`config.mk`:
```
export PLATFORM = sky130hd
export DESIGN_NAME = seq_scan_ctrl
export DESIGN_NICKNAME = d
export VERILOG_FILES = /design/src/rtl/seq_scan_pkg.sv /design/src/rtl/seq_pattern_det.sv /design/src/rtl/seq_scan_ctrl.sv
export SDC_FILE = /design/constraint.sdc
export NUM_CORES = 1
export LEC_CHECK = 0
export ABC_AREA = 1
export CORE_MARGIN = 1.5
export CORE_UTILIZATION = 47
export CTS_CLUSTER_DIAMETER = 120
export CTS_CLUSTER_SIZE = 10
export DETAILED_ROUTE_END_ITERATION = 10
export GPL_ROUTABILITY_DRIVEN = 0
export GPL_TIMING_DRIVEN = 0
export PLACE_DENSITY = 0.83
export SLEW_MARGIN = 20
export SYNTH_ARGS = -nofsm -noshare
export SYNTH_HDL_FRONTEND = slang
export SYNTH_SLANG_ARGS = --single-unit
```
`constraint.sdc`:
```
create_clock -name clk -period 1.2 [get_ports clk]
set_input_delay 0.36 -clock clk [delete_from_list [all_inputs] [get_ports clk]]
set_output_delay 0.36 -clock clk [all_outputs]
set_load 0.1 [all_outputs]
```
`src/rtl/seq_scan_pkg.sv`:
```
// seq_scan_pkg: shared state encoding and default parameters for the scan controller
package seq_scan_pkg;
  typedef enum logic [1:0] {IDLE, SHIFT, DRAIN, REPORT} scan_state_t;
  localparam int DEF_W = 8;
  localparam int DEF_PAT_LEN = 4;
  localparam logic [DEF_PAT_LEN-1:0] DEF_PATTERN = 4'b1001;
endpackage

```
`src/rtl/seq_pattern_det.sv`:
```
// seq_pattern_det: streaming Moore pattern detector with saturating fill count
module seq_pattern_det #(
  parameter int PAT_LEN = 4,
  parameter logic [PAT_LEN-1:0] PATTERN = 4'b1001
) (
  input  logic clk,
  input  logic reset_n,
  input  logic clr,
  input  logic shift_en,
  input  logic din,
  output logic hit
);
  localparam int FILL_W = $clog2(PAT_LEN + 1);
  logic [PAT_LEN-1:0] hist_q, hist_d;
  logic [FILL_W-1:0] fill_q, fill_d;
  always_ff @(posedge clk or negedge reset_n) begin
    if (!reset_n) begin
      hist_q <= '0;
      fill_q <= '0;
    end else begin
      hist_q <= hist_d;
      fill_q <= fill_d;
    end
  end
  always_comb begin
    hist_d = clr ? '0 : shift_en ? {hist_q[PAT_LEN-2:0], din} : hist_q;
    fill_d = clr ? '0 : (shift_en && fill_q != FILL_W'(PAT_LEN)) ? fill_q + FILL_W'(1) : fill_q;
  end
  // fill saturates at PAT_LEN, so equality means "at least PAT_LEN bits seen"
  assign hit = (hist_q == PATTERN) && (fill_q == FILL_W'(PAT_LEN));
endmodule

```
`src/rtl/seq_scan_ctrl.sv`:
```
// seq_scan_ctrl: scans words MSB-first through the detector and reports match count/first index
module seq_scan_ctrl import seq_scan_pkg::*; #(
  parameter int W = DEF_W,
  parameter int PAT_LEN = DEF_PAT_LEN,
  parameter logic [PAT_LEN-1:0] PATTERN = DEF_PATTERN,
  parameter int CNT_W = 4,
  parameter int IDX_W = 3
) (
  input  logic             clk,
  input  logic             reset_n,
  input  logic             in_valid,
  output logic             in_ready,
  input  logic [W-1:0]     in_data,
  input  logic             clr,
  output logic             out_valid,
  input  logic             out_ready,
  output logic [CNT_W-1:0] out_count,
  output logic             out_hit,
  output logic [IDX_W-1:0] out_first
);
  scan_state_t state_q, state_d;
  logic [W-1:0] sh_q, sh_d;
  logic [IDX_W-1:0] idx_q, idx_d, first_q, first_d, bit_k;
  logic [CNT_W-1:0] cnt_q, cnt_d;
  logic hit, accept, last_bit, count_en;
  seq_pattern_det #(.PAT_LEN(PAT_LEN), .PATTERN(PATTERN)) u_det (
    .clk(clk),
    .reset_n(reset_n),
    .clr(clr && state_q == IDLE),
    .shift_en(state_q == SHIFT),
    .din(sh_q[W-1]),
    .hit(hit)
  );
  always_ff @(posedge clk or negedge reset_n) begin
    if (!reset_n) state_q <= IDLE;
    else state_q <= state_d;
  end
  always_comb begin
    state_d = (state_q == IDLE && in_valid) ? SHIFT :
              (state_q == SHIFT && last_bit) ? DRAIN :
              (state_q == DRAIN) ? REPORT :
              (state_q == REPORT && out_ready) ? IDLE : state_q;
  end
  always_comb begin
    in_ready  = state_q == IDLE;
    out_valid = state_q == REPORT;
  end
  assign accept   = state_q == IDLE && in_valid;
  assign last_bit = idx_q == IDX_W'(W - 1);
  // the hit seen during a cycle belongs to the bit shifted at the end of the previous one
  assign count_en = hit && ((state_q == SHIFT && idx_q != '0) || state_q == DRAIN);
  assign bit_k    = (state_q == DRAIN) ? idx_q : idx_q - IDX_W'(1);
  always_comb begin
    sh_d    = accept ? in_data : (state_q == SHIFT) ? {sh_q[W-2:0], 1'b0} : sh_q;
    idx_d   = accept ? '0 : (state_q == SHIFT && !last_bit) ? idx_q + IDX_W'(1) : idx_q;
    cnt_d   = accept ? '0 : count_en ? cnt_q + CNT_W'(1) : cnt_q;
    first_d = accept ? '0 : (count_en && cnt_q == '0) ? bit_k : first_q;
  end
  always_ff @(posedge clk or negedge reset_n) begin
    if (!reset_n) begin
      sh_q    <= '0;
      idx_q   <= '0;
      cnt_q   <= '0;
      first_q <= '0;
    end else begin
      sh_q    <= sh_d;
      idx_q   <= idx_d;
      cnt_q   <= cnt_d;
      first_q <= first_d;
    end
  end
  assign out_count = cnt_q;
  assign out_hit   = cnt_q != '0;
  assign out_first = first_q;
endmodule

```
==> results.tsv, run 1 <==
metric	value	unit
ir_worst_vdd	0.003268	V
whs	0.004505	ns
grt-ovfl-total	0	
synth_area_per_cell	8.284	um2
cts_tree	done	
ys_async_sr_fraction	100.0	%
routed_via_density	6.475	
reg2reg_slack	-0.31	ns
fin_tns_setup	-8.004	ns
start_util	49.86	%
layout_setup_ws	-0.5285	ns
io_pins	23	
skew	0.009288	ns
yosysSeqAreaShare	49.14	%
synth_cell_types	16	
finalSetupViolCount	36	
die_w	57.09	um
root_buffer	clkbuf_4	
period_share	144.0	%
slew_headroom	55.81	%
finalNetCount	252	
hpwl	2217	um
wl_met2	3501	um
netlist_area	0.001375	mm2
max_cap_violations	0	
worst_r2r_path_depth	8	
top_layer	met4	
power_frac_comb	72.9	%
multi_input_area	0.001028	mm2
ctsHoldBuffers	0	
place.port_buffers	22	
synth_top_area_share	49.14	%
yosysMostFrequentCell	nand2_1	
leakagePower	1.159	nW
synth.area.top_cells	dfrtp_1 49%, nand2_1 12%, inv_1 7.9%, ha_1 7.3%, nand3_1 6.6%	
fin_crit	1.729	ns
critPathLaunch	out_count[0]	
dr_wl_met3	516	um
p_seq_share	21.3	%
fill_cells	81	
power_density	2950	mW/mm2
drc	0	
status	finished, violations left	
clock_power_share	5.7	%
hold_viol	0	
groute.usage.overall	28.06	%
fmax	578.5	MHz
wire_per_inst	25.62	um
diodes	0	
cp_slowest_cell	dfrtp_4	
antenna_left	0	
clockBufferDepth	2	
crit_end	out_hit	
regArea	696.9	um2
critPathMaxStageDelay	0.54	ns
grt_pass1_vias	1446	
start_kind	flip-flop	
p_total	0.007677	W
dieArea	0.003259	mm2
cp-end-kind	primary output	
rsz0062_at_grt	true	
cts_max_level	1	
dr.first_iter.drc_count	118	
grt_max_degree	28	
syn_to_final_growth	89.26	%
r2r_end	out_first[2]	
hold_class	input pin to async pin	
firstDrtPassIters	4	
syn_nets	187	
synth-main-ff-cell	dfrtp_1	
core	0.002758	mm2
power.net_switching	0.004011	W
worst_pin_slew	0.6629	ns
netlist_instances	166	
met1_length	2161	um
cp_cell_sequence	inv_4 > ha_4 > nand2_8 > buf_12	
cts_buffers	3	
clock_sinks	27	
worst-path-max-fanout	2	
switching_share	52.25	%
intPower	0.003666	W
grt_antenna_before_repair	0	
synth-seq-cells	27	
worstSetupPathType	flip-flop to primary output	
wl	6686	um
synth-edff-count	0	
clkTransAtPathRegs	0.16	ns
rows	19	
violations	setup timing	
maxSlewViolCount	0	
insertion_delay	0.35	ns
vias	1690	
regToRegStartpoint	idx_q[0]	
ys_warn_count	0	
fp.dieH	57.09	um
cp.required	0.84	ns
synthTopCellsByCount	43 x nand2_1, 29 x inv_1, 27 x dfrtp_1	
dp_slack	-0.9901	ns
grt_pass1_wl	6824	um
final_core_util	94.37	%
synth_top_area_cell	dfrtp_1	
drive_above_1_share	61.30	%
cp.arrival	1.37	ns
## per-stage QoR
step | cells | area, um2
floorplan | 166 | 1469
global placement | 219 | 1728
detailed placement | 219 | 1723
CTS | 244 | 2192
global route | 261 | 2603
finish | 261 | 2603
## power groups by stage
stage,clock [W],sequential [W],combinational [W]
after floorplan,0,0.00190,0.00165
after CTS,0.000403,0.00153,0.00379
after detailed placement,0,0.00152,0.00263
after global placement,0,0.00150,0.00252
after global routing,0.000453,0.00167,0.00575
final,0.000440,0.00164,0.00560
## sequential cells by signal, indices dropped and copies added, names as in the netlist
| name | count |
|---|---|
| out_count | 4 |
| idx_q | 3 |
| u_det.fill_q | 3 |
| out_first | 3 |
| state_q | 2 |
| u_det.hist_q | 4 |
| sh_q | 8 |
## worst min path at each step
stage / start / to / slack (ns)
final: reset_n / sh_q[1] / 0.005
after global routing: reset_n / sh_q[5] / 0.05
after CTS: reset_n / sh_q[2] / 0.03
after detailed placement: reset_n / sh_q[5] / 0.40
after global placement: u_det.fill_q[2] / u_det.fill_q[2] / 0.45
after floorplan: reset_n / idx_q[0] / 0.06
## layout by cell type (no fill, tap or decap), types with 6 or more instances in the layout
master           Yosys  routed
nand2_1             43      22
buf_4                0      22
dfrtp_1             27      18
inv_1               29      15
buf_6                1      15
nand3_2              0      15
clkdlybuf4s50_1      0      11
nand2_8              0      10
buf_12               0      10
nand2_2              1       9
inv_2                0       7
nor2_4               0       6
o221ai_2             0       6
## per-layer routing
layer	vias up	track usage, %
li1	674	-
met1	822	29.96
met2	141	50.74
met3	53	4.535
met4	0	18.27
met5	-	0
## critical path: cells and delay by family, from the launching register on
kind | cells | cell delay [ns]
DFF | 1 | 0.54
and+or+nand+nor | 1 | 0.06
buffers and inverters | 2 | 0.24
adders and majority gates | 1 | 0.17
## logic make-up after synthesis
kind of cell,share of synthesized area (%)
flip-flops,49.14
XOR/XNOR,1.274
adder cells (fa/ha/maj),7.280
AND/OR/NAND/NOR,22.20
AO/OA/AOI/OAI,10.65
buffers and inverters,9.462
## what timing repair did
| item | 4_1_cts | 5_1_grt |
|---|---|---|
| buffers inserted | 20 | 18 |
| cloned | 1 | 1 |
| pin swaps | 19 | 22 |
| gates resized for setup | 146 | 68 |
| endpoints found under the setup margin | 32 | 37 |
## area by class of cell
cell class	count	share of cell area (%)
tap	31	1.490
clock inverter	1	0.1923
clock buffer	3	0.8654
inverter	30	5.433
multi-input combinational	108	39.52
timing repair buffer	59	24.86
sequential	27	26.78
buffer	2	0.8654
Power figures use the tool's default switching activity.
==> run 2, diff against run 1 <==
- ABC_AREA: 1 -> not set
- CORE_UTILIZATION: 47 -> 48
==> results.tsv, run 2 <==
metric	value	unit
status	finished, violations left	
violations	hold timing, setup timing	
worst-path-stages	5	
grt_max_degree	28	
finalNetCount	240	
routed_via_density	6.116	
grt-ovfl-total	0	
cp.required	0.84	ns
finalSetupViolCount	37	
cts_max_level	1	
place.port_buffers	22	
synthTopCellsByCount	27 x dfrtp_1, 12 x nand2_1, 10 x o21ai_0	
largest_register	sh_q	
layout_setup_ws	-0.6202	ns
final_common_cell	buf_4	
clockBufferDepth	2	
critPathBufInv	3	
maxSlewViolCount	0	
ys_warn_count	0	
fmax	549.4	MHz
critPathMaxStageDelay	0.52	ns
hpwl	2439	um
largest_register_ff_count	8	
leakagePower	1.194	nW
layout_common_cells	22 x buf_4, 21 x buf_6, 20 x dfrtp_1, 11 x buf_12	
rsz0062_at_grt	true	
cp.arrival	1.46	ns
syn_nets	169	
firstDrtPassIters	4	
dp_slack	-1.140	ns
grt_pass1_wl	7845	um
slew_headroom	60.36	%
io_pins	23	
final_core_util	89.42	%
fp.dieH	58.98	um
synth_area_per_cell	10.16	um2
worst-path-max-fanout	2	
antenna_left	0	
worst_pin_slew	0.5946	ns
period_share	151.7	%
critical-path-top-delay-family	flip-flops	
cts_tree	done	
insertion_delay	0.35	ns
root_buffer	clkbuf_4	
cts_buffers	3	
netlist_instances	148	
hold_viol	14	
synth-main-ff-cell	dfrtp_1	
worst_r2r_path_depth	7	
fin_crit	1.820	ns
diodes	0	
ys_async_sr_fraction	100.0	%
ir_worst_vdd	0.001481	V
whs	-0.02728	ns
vias	1535	
yosysMostFrequentCell	dfrtp_1	
synth-seq-cells	27	
cp-end-kind	primary output	
fin_cells	251	
grt_antenna_before_repair	0	
synth_top_area_cell	dfrtp_1	
hold_class	input pin to async pin	
synth_cell_types	42	
synth.area.top_cells	dfrtp_1 45%, ha_1 6.7%, a22o_1 5.2%, a22oi_1 4.0%, o21ai_0 3.3%	
cp_cell_sequence	inv_4 > ha_4 > and2_4 > clkinvlp_4 > buf_12	
worstSetupPathType	flip-flop to primary output	
start_util	50.08	%
clock_sinks	27	
yosysSeqAreaShare	44.93	%
synth_top_area_share	44.93	%
dr.first_iter.drc_count	97	
wire_per_inst	22.54	um
wl	5657	um
groute.usage.overall	30.15	%
max_cap_violations	0	
core	0.003003	mm2
power_density	2997	mW/mm2
dp.cells	203	
die_w	58.98	um
syn_to_final_growth	78.54	%
netlist_area	0.001504	mm2
cp_slowest_cell	dfrtp_4	
clkTransAtPathRegs	0.18	ns
skew	0.03718	ns
drive_above_1_share	58.26	%
start_kind	flip-flop	
grt_pass1_vias	1674	
dieArea	0.003478	mm2
rows	20	
drc	0	
synth-edff-count	0	
[run 2: final timing paths]
path	start	end	slack, ns
min reg2reg	sh_q[5]	sh_q[5]	0.55
max in group asynchronous	reset_n	out_count[1]	0.73
max reg2reg	state_q[0]	out_count[3]	-0.48
max	out_count[1]	out_hit	-0.62
min in group clk	sh_q[5]	sh_q[5]	0.55
min	reset_n	out_first[1]	-0.03
[run 2: routing by layer]
layer | global-route usage (%) | vias to the layer above | share of wire (%)
met5 | 0 | - | 0
met4 | 12.99 | 0 | 1.9
met3 | 4.803 | 17 | 4.9
met2 | 55.56 | 58 | 54
met1 | 34.09 | 782 | 39
li1 | - | 678 | -
[run 2: what timing repair did]
item / 4_1_cts / 5_1_grt
pin swaps: 26 / 22
setup endpoints to repair: 37 / 37
resized for setup: 141 / 41
hold buffers: 0 / 0
gates cloned: 1 / 1
buffers inserted: 29 / 15
[run 2: final cells by class]
class / instances / area [um2]
sequential: 27 / 689.4
timing repair buffer: 66 / 764.5
clock buffer: 4 / 26.28
inverter: 9 / 47.55
multi-input combinational: 104 / 1006
fill: 115 / 317.8
tap: 33 / 41.29
buffer: 8 / 110.1
[run 2: where the power goes]
group	internal (W)	switching [W]
logic	0.00285	0.00313
registers	0.00127	0.000366
clock network	0.000130	0.000303
[run 2: stage by stage]
step / instance area (um2) / total power (W) / TNS (ns) / hold slack, ns
after global placement: 1894 / 0.004892 / -33.93 / 0.4623
after global routing: 2685 / 0.008355 / -13.37 / 0.004734
after floorplan: 1633 / 0.004327 / -4.197 / 0.06441
final: 2685 / 0.008047 / -12.24 / -0.02728
after CTS: 2417 / 0.006983 / -6.504 / 0.03053
after detailed placement: 1889 / 0.005056 / -18.66 / 0.3950
[run 2: logic make-up after synthesis]
kind of cell / Yosys count / synth area share, %
compound gates: 54 / 26.12
simple gates: 39 / 14.89
flops: 27 / 44.93
buf+inv: 17 / 4.991
fa+ha+maj: 8 / 6.656
mux: 3 / 2.412
[run 2: worst register-to-register path, cell delays in order (launching register included)]
cell     delay, ns
dfrtp_1       0.44
buf_6         0.15
buf_6         0.12
buf_6         0.12
or3b_4        0.41
nand2_2       0.07
a31oi_1       0.04
a41o_1        0.23
